==> config.mk <==
export PLATFORM = sky130hd
export DESIGN_NAME = fifo_rd_stream
export DESIGN_NICKNAME = d
export VERILOG_FILES = /design/src/rtl/fifo_stream_pkg.sv /design/src/rtl/rd_skid_buf.sv /design/src/rtl/fifo_rd_stream.sv
export SDC_FILE = /design/constraint.sdc
export NUM_CORES = 1
export LEC_CHECK = 0
export CELL_PAD_IN_SITES_DETAIL_PLACEMENT = 0
export CELL_PAD_IN_SITES_GLOBAL_PLACEMENT = 2
export CORE_MARGIN = 5
export CORE_UTILIZATION = 35
export CTS_CLUSTER_DIAMETER = 120
export DETAILED_ROUTE_END_ITERATION = 10
export PLACE_DENSITY = 0.83
export SETUP_SLACK_MARGIN = 0.3
export SYNTH_ARGS = -nofsm -noshare
export SYNTH_HDL_FRONTEND = slang
export SYNTH_SLANG_ARGS = --single-unit
==> constraint.sdc <==
create_clock -name clk -period 2 [get_ports clk]
set_input_delay 0.6 -clock clk [delete_from_list [all_inputs] [get_ports clk]]
set_output_delay 0.6 -clock clk [all_outputs]
set_load 0.005 [all_outputs]
==> src/rtl/fifo_stream_pkg.sv <==
// Shared constants and helpers for the FIFO-to-stream read path.
package fifo_stream_pkg;

  localparam int unsigned DEF_WIDTH   = 8;
  localparam int unsigned DEF_PKT_LEN = 4;
  localparam int unsigned BUF_DEPTH   = 3;

  // Pointer increment modulo the 3-entry buffer depth.
  function automatic logic [1:0] ptr_inc(input logic [1:0] p);
    return (p == 2'(BUF_DEPTH - 1)) ? 2'd0 : p + 2'd1;
  endfunction

endpackage

==> src/rtl/rd_skid_buf.sv <==
// Three-entry in-order buffer that absorbs FIFO read latency behind the stream.
module rd_skid_buf
  import fifo_stream_pkg::*;
#(
  parameter int unsigned WIDTH = DEF_WIDTH
) (
  input  logic             clk,
  input  logic             rst,
  input  logic             push,
  input  logic             pop,
  input  logic [WIDTH-1:0] din,
  output logic [WIDTH-1:0] dout,
  output logic [1:0]       cnt
);

  logic [WIDTH-1:0] mem_q [BUF_DEPTH];
  logic [1:0]       wr_ptr_q;
  logic [1:0]       rd_ptr_q;
  logic [1:0]       cnt_q;
  logic             push_ok;
  logic             pop_ok;

  // Guards: never pop empty, never push into a full buffer unless it drains this cycle.
  always_comb begin
    pop_ok  = pop && (cnt_q != 2'd0);
    push_ok = push && ((cnt_q != 2'(BUF_DEPTH)) || pop_ok);
  end

  // Storage, pointers and occupancy; storage is cleared so the head reads zero after reset.
  always_ff @(posedge clk or negedge rst) begin
    if (!rst) begin
      for (int unsigned i = 0; i < BUF_DEPTH; i++) mem_q[i] <= '0;
      wr_ptr_q <= 2'd0;
      rd_ptr_q <= 2'd0;
      cnt_q    <= 2'd0;
    end else begin
      if (push_ok) begin
        mem_q[wr_ptr_q] <= din;
        wr_ptr_q        <= ptr_inc(wr_ptr_q);
      end
      if (pop_ok) rd_ptr_q <= ptr_inc(rd_ptr_q);
      unique case ({push_ok, pop_ok})
        2'b10:   cnt_q <= cnt_q + 2'd1;
        2'b01:   cnt_q <= cnt_q - 2'd1;
        default: cnt_q <= cnt_q;
      endcase
    end
  end

  assign dout = mem_q[rd_ptr_q];
  assign cnt  = cnt_q;

endmodule

==> src/rtl/fifo_rd_stream.sv <==
// Reads a synchronous FIFO and presents its data as a valid/ready packet stream.
module fifo_rd_stream
  import fifo_stream_pkg::*;
#(
  parameter int unsigned WIDTH   = DEF_WIDTH,
  parameter int unsigned PKT_LEN = DEF_PKT_LEN
) (
  input  logic             clk,
  input  logic             rst,
  input  logic             fifo_empty,
  input  logic             fifo_wr_en,
  input  logic [WIDTH-1:0] fifo_dout,
  output logic             fifo_rd_en,
  output logic             m_valid,
  input  logic             m_ready,
  output logic [WIDTH-1:0] m_data,
  output logic             m_last,
  output logic [15:0]      pkt_cnt
);

  localparam int unsigned BEAT_W = (PKT_LEN > 1) ? $clog2(PKT_LEN) : 1;

  logic              inflight_q;
  logic [1:0]        cnt;
  logic [2:0]        occ;
  logic              grant;
  logic              pop;
  logic [BEAT_W-1:0] beat_cnt_q;
  logic [15:0]       pkt_cnt_q;

  // Read request from registered occupancy only; held low while in reset.
  always_comb begin
    occ        = {1'b0, cnt} + {2'b00, inflight_q};
    fifo_rd_en = rst && !fifo_empty && (occ < 3'(BUF_DEPTH));
    grant      = fifo_rd_en && !fifo_empty && !fifo_wr_en;
    m_valid    = (cnt != 2'd0);
    m_last     = m_valid && (beat_cnt_q == BEAT_W'(PKT_LEN - 1));
    pop        = m_valid && m_ready;
  end

  // A granted read returns data on the following cycle.
  always_ff @(posedge clk or negedge rst) begin
    if (!rst) inflight_q <= 1'b0;
    else      inflight_q <= grant;
  end

  rd_skid_buf #(
    .WIDTH (WIDTH)
  ) u_buf (
    .clk  (clk),
    .rst  (rst),
    .push (inflight_q),
    .pop  (pop),
    .din  (fifo_dout),
    .dout (m_data),
    .cnt  (cnt)
  );

  // Beat position within the packet and completed-packet count.
  always_ff @(posedge clk or negedge rst) begin
    if (!rst) begin
      beat_cnt_q <= '0;
      pkt_cnt_q  <= 16'd0;
    end else if (pop) begin
      if (m_last) begin
        beat_cnt_q <= '0;
        pkt_cnt_q  <= pkt_cnt_q + 16'd1;
      end else begin
        beat_cnt_q <= beat_cnt_q + 1'b1;
      end
    end
  end

  assign pkt_cnt = pkt_cnt_q;

endmodule
Yosys cells after proc, flatten, opt, wreduce, memory -nomap -nowiden
Cells that the tools add are included.

Order comparisons: 4. Reductions and logical operators: 15. $add $sub $neg: 7. Equal/unequal tests: 6. Muxes and demuxes: 10. Bitwise logic cells: 2.

Operators with widths (number): $bwmux 24 (1); $mux 8 (3); $add 16x1->16 const B (1); $bmux 8 s2 (1); $demux 8 s2 (1); $logic_and 1x1->1 (9); $add 2x1->2 const B (4); $eq 2x2->1 const B (4); $ge 3x3->1 const B (2); $mux 2 (3); $not 2->3 (2); $pmux 2 s2 (1); $reduce_bool 2->1 (2); $add 2x1->3 (1); $lt 3x1->1 const B (1); $lt 3x2->1 const B (1); $eq 2x1->1 const B (1); $logic_not 1->1 (2); $ne 2x2->1 const B (1); $reduce_and 2->1 (1); $sub 2x1->2 const B (1); $logic_or 1x1->1 (1).

Input bits: 13. Output and inout bits: 27. Register bits: 49. Word-level logic and storage cells: 53.

Longest topological paths before layout
Depth in word-level cells: 7. Mapped depth: 7. Depth with buffers taken out: 6.

By module
From an unflattened synthesis, not the netlist that was laid out.

Cell total of the unflattened synthesis: 181. Area total of the unflattened synthesis: 2347.3 µm².

Modules (own cells, without submodules): rd_skid_buf (sequential area each 750.7 µm², cells each 102, area each 1413.9 µm², times used 1); fifo_rd_stream (sequential area each 475.5 µm², cells each 79, area each 933.4 µm², times used 1).

Least setup slack after synthesis
OpenSTA, ideal clock, no wires.

Path kind: reg-to-output. Start point: reg inflight_q. End point: out fifo_rd_en. Required time: 1.400 ns. Path buffers: 0. Cell stages (with the launch flop): 6. Arrival: 1.036 ns. Setup slack: 0.364 ns. Path through: dfrtp_1 ha_1 ha_1 nor2_1 nand2_1 a21oi_1.

Longest elaborated chain between the ends: 3.

RTL lines: start: declaration (line fifo_rd_stream.sv:23) `logic inflight_q;`; start signal: assignment (line fifo_rd_stream.sv:44) `else inflight_q <= grant;`; $add 2x1->3 (line fifo_rd_stream.sv:33) `occ = {1'b0, cnt} + {2'b00, inflight_q};`; $lt 3x2->1 (line fifo_rd_stream.sv:34) `fifo_rd_en = rst && !fifo_empty && (occ < 3'(BUF_DEPTH));`; $logic_and 1x1->1 (line fifo_rd_stream.sv:34); end: declaration (line fifo_rd_stream.sv:13) `output logic fifo_rd_en,`.

Every way passes these cells.

Worst setup path in the final report
Same ends and word-level chain as after synthesis.

==> impl_results.md <==
- Outcome: complete, but fails checks
- Failing checks: negative setup slack
- Post-route setup slack: -0.03253 ns
- Slowest cell on crit path: dfrtp_1
- Vias per inst: ~4.8
- Worst Path Arrival: ~1.4 ns
- Die area: between 8000 and 9000 sq um
- Bufs and invs on worst path: 1
- CTS tree: built
- Post-Synth XOR/XNOR Area: 6.912%
- Initial drt markers: 34
- # rows: 29
- Post-layout min period: between 2 and 2.5 ns
- Max-slew headroom: a little under 60%
- Netlist Area Pre-Place: 2281 sq um
- Number of enable flip-flop cells after synthesis: 0
- Port bufs: 39
- Mux contribution to synthesized area: a little under a fifth
- Synthesis-to-finish area growth: 48.11%
- YS warnings: 0
- WP data required: around 1.4 ns
- Worst-margin pin slew: 0.6190 ns
- Post-DP HPWL: about 3300 microns
- CTS Buffer Depth: 2
- Via count: 1,678
- Power Density: between 1000 and 1500 nW/um^2
- Die Y: just over 90 microns
- Yosys cell types: 32
- Clock Latency Late Sink: approximately 0.3 ns
- CP cell instances: ha_2 > ha_4 > nor2_1 > nand2_1 > a21oi_2 > buf_2
- Slew Viols, Final: 0
- Crit path max fanout: 2
- TritonRoute pass-1 iters: 4
- GR Util All Layers: 12.69%
- Clock Pin Slew Worst Setup and Hold Paths: approximately 0.09 ns
- CTS Buf Count: 5
- CTS sink cnt: 49
- Number of max-cap violations: 0
- Hold_buf cts: 0
- Placed cell area: slightly below 3000 sq um
- Multi-input gate area: approximately 1100 sq um
- Number of synthesized register bits: between 40 and 50
- First-pass GRT wire length: 8438 microns
- Crit-path max cell delay: around 0.4 ns
- Startpoint class of the critical path: flip-flop
- Total Wirelength: 5082 microns
- Pre-CTS setup slack: -0.4168 ns
- Global route total overflow: 0
- Adder-cell share of the synthesized area: approximately 2.7%
- Largest family of logic cells by synthesized area: multiplexers
- # fillers: 565
- Die Width: slightly above 90 microns
- Root buffer cell: clkbuf_8
- Asr flop ratio synth: 100.0%
- Post-Synthesis Cells: about 180
- Count leader, synth: dfrtp_1
- Routed Antenna Nets: 0
- Top Ports: 40
- Number of antenna violations at the first check in global routing: 0
- WHS: between 0.4 and 0.5 ns
- Post-synth top area cell: dfrtp_1
- Syn_nets: 201
- Synth top area share: between 50% and 60%
- FMAX: around 490 MHz
- ANT cells: 0
- # DRC: 0
- Crit share post-route: 101.6%
- Final Hold Viols: 0
- RePlAce Congestion: ~0.73
- Number of global-route vias before repair: 1,793
- Kind of end point of the critical path: primary output
- Fin nets: around 290
- Worst clock skew: 0.004634 ns
- Static leakage: between 1.5 and 2 nW
- RSZ-0062 raised after global routing: yes
- Final setup vio count: 3
- Pin count of the biggest net entering global routing: 50
- CP Class: reg -> out
- Syn Area/Cell: around 12 sq um
- Main synth FF type: dfrtp_1
- Depth of the CTS H-tree: 2
- WL/cell: between 10 and 15 microns
- Register area: about 1200 sq um
- Compound-Gate Fraction of Synth Area: 3.950%
- Hold Crit Class: in -> async
- Seq/Total Area, Yosys: 53.76%
- Top post-synthesis cells by count: dfrtp_1, nand2_1, mux2_4
- Post-Synth Simple-Gate Area: 11.25%
- Core area: between 6000 and 7000 sq um
- Layout cells sized above 1: ~46%
- Maximum VDD drop: slightly above 0.0006 V
- Starting density of the core: a little over a third
- Crit path max-delay family: flip-flops
- Top cells by area, synth: dfrtp_1, mux2_4, mux2_2, xnor2_1, nand2_1
- Post-layout instance area: ~3400 sq um
[path summary, 6_finish.rpt]
check,cells past startpoint,startpoint,slack (ns),to
worst max-delay path,6,inflight_q$_DFF_PN0_,-0.03,fifo_rd_en
min in group clk,1,pkt_cnt[7]$_DFFE_PN0P_,0.50,pkt_cnt[7]$_DFFE_PN0P_
worst min-delay path,2,rst,0.45,u_buf.mem_q[21]$_DFFE_PN0P_
worst min register to register,1,pkt_cnt[7]$_DFFE_PN0P_,0.50,pkt_cnt[7]$_DFFE_PN0P_
max in group asynchronous,2,rst,1.10,pkt_cnt[8]$_DFFE_PN0P_
worst max register to register,9,u_buf.cnt[0]$_DFFE_PN0P_,0.04,u_buf.mem_q[1]$_DFFE_PN0P_
[report_power, final]
part	total [mW]	switching, mW	internal (mW)
Sequential	1.54	0.216	1.32
Clock	0.825	0.329	0.497
Combinational	1.85	0.725	1.13
[metal layers]
metal | share of wire, % | global-route usage [%] | vias to the layer above
met2 | 45 | 18.77 | 44
met1 | 48 | 17.58 | 820
met3 | 5.9 | 4.500 | 8
li1 | - | - | 806
met5 | 0 | 0 | -
met4 | 1.4 | 3.350 | 0
[placed cells by master (no fill, tap or decap), types with 2 or more instances in the layout]
| cell type | instances |
|---|---|
| buf_2 | 11 |
| buf_4 | 36 |
| buf_6 | 14 |
| bufinv_16 | 2 |
| clkbuf_8 | 5 |
| clkdlybuf4s50_1 | 10 |
| dfrtp_1 | 46 |
| dfrtp_2 | 3 |
| dlygate4sd2_1 | 17 |
| ha_2 | 2 |
| ha_4 | 2 |
| mux2_2 | 4 |
| mux2_4 | 22 |
| mux2i_1 | 7 |
| nand2_1 | 23 |
| nand2_2 | 2 |
| nand3_1 | 3 |
| nand3_2 | 2 |
| nand4_1 | 4 |
| nor2_1 | 6 |
| nor2_2 | 2 |
| nor3_2 | 2 |
| o21ai_1 | 7 |
| o21ai_2 | 2 |
| or3b_4 | 2 |
| xnor2_1 | 11 |
| xor2_1 | 6 |
[logic make-up after synthesis]
group	after synthesis
DFF	49
AOI/OAI and AO/OA	14
and+or+nand+nor	55
xor gates and xnor gates	18
buffers and inverters	8
adders and majority gates	5
muxes	34
[what timing repair did]
action / 4_1_cts / 5_1_grt
pin swaps: 15 / 16
setup endpoints to repair: 63 / 38
setup buffers: 23 / 4
gates cloned: 1 / 0
resized for setup: 94 / 32
[layout make-up]
| cell class | count | share of cell area, % |
|---|---|---|
| Clock inverter | 3 | 1.926 |
| Multi-Input combinational cell | 126 | 33.96 |
| Timing Repair Buffer | 90 | 22.70 |
| Clock buffer | 5 | 2.037 |
| Inverter | 1 | 0.1111 |
| Tap cell | 77 | 2.852 |
| Sequential cell | 49 | 36.41 |
[registers in the layout (all words and copies together) (netlist names)]
register,count
u_buf.wr_ptr_q,2
inflight_q,1
pkt_cnt,16
u_buf.cnt,2
u_buf.mem_q,24
u_buf.rd_ptr_q,2
beat_cnt_q,2
[per-stage QoR]
stage	util (%)	cells	power (mW)	setup TNS (ns)
after floorplan	-	183	2.354	0
after global placement	45.42	315	3.029	-7.584
after detailed placement	45.42	315	3.065	-7.903
after CTS	50.72	347	4.035	-0.08554
after global routing	53.20	351	4.511	-0.5448
final	53.20	351	4.215	-0.04924
[worst register-to-register path, stage by stage (launching register included)]
cell and delay (ns):
dfrtp_1 0.40, buf_4 0.14, buf_6 0.10, buf_6 0.11
buf_6 0.12, nand2_4 0.06, o21ai_4 0.07, or3b_4 0.39
buf_8 0.16, mux2_4 0.30
Power figures use the tool's default switching activity.
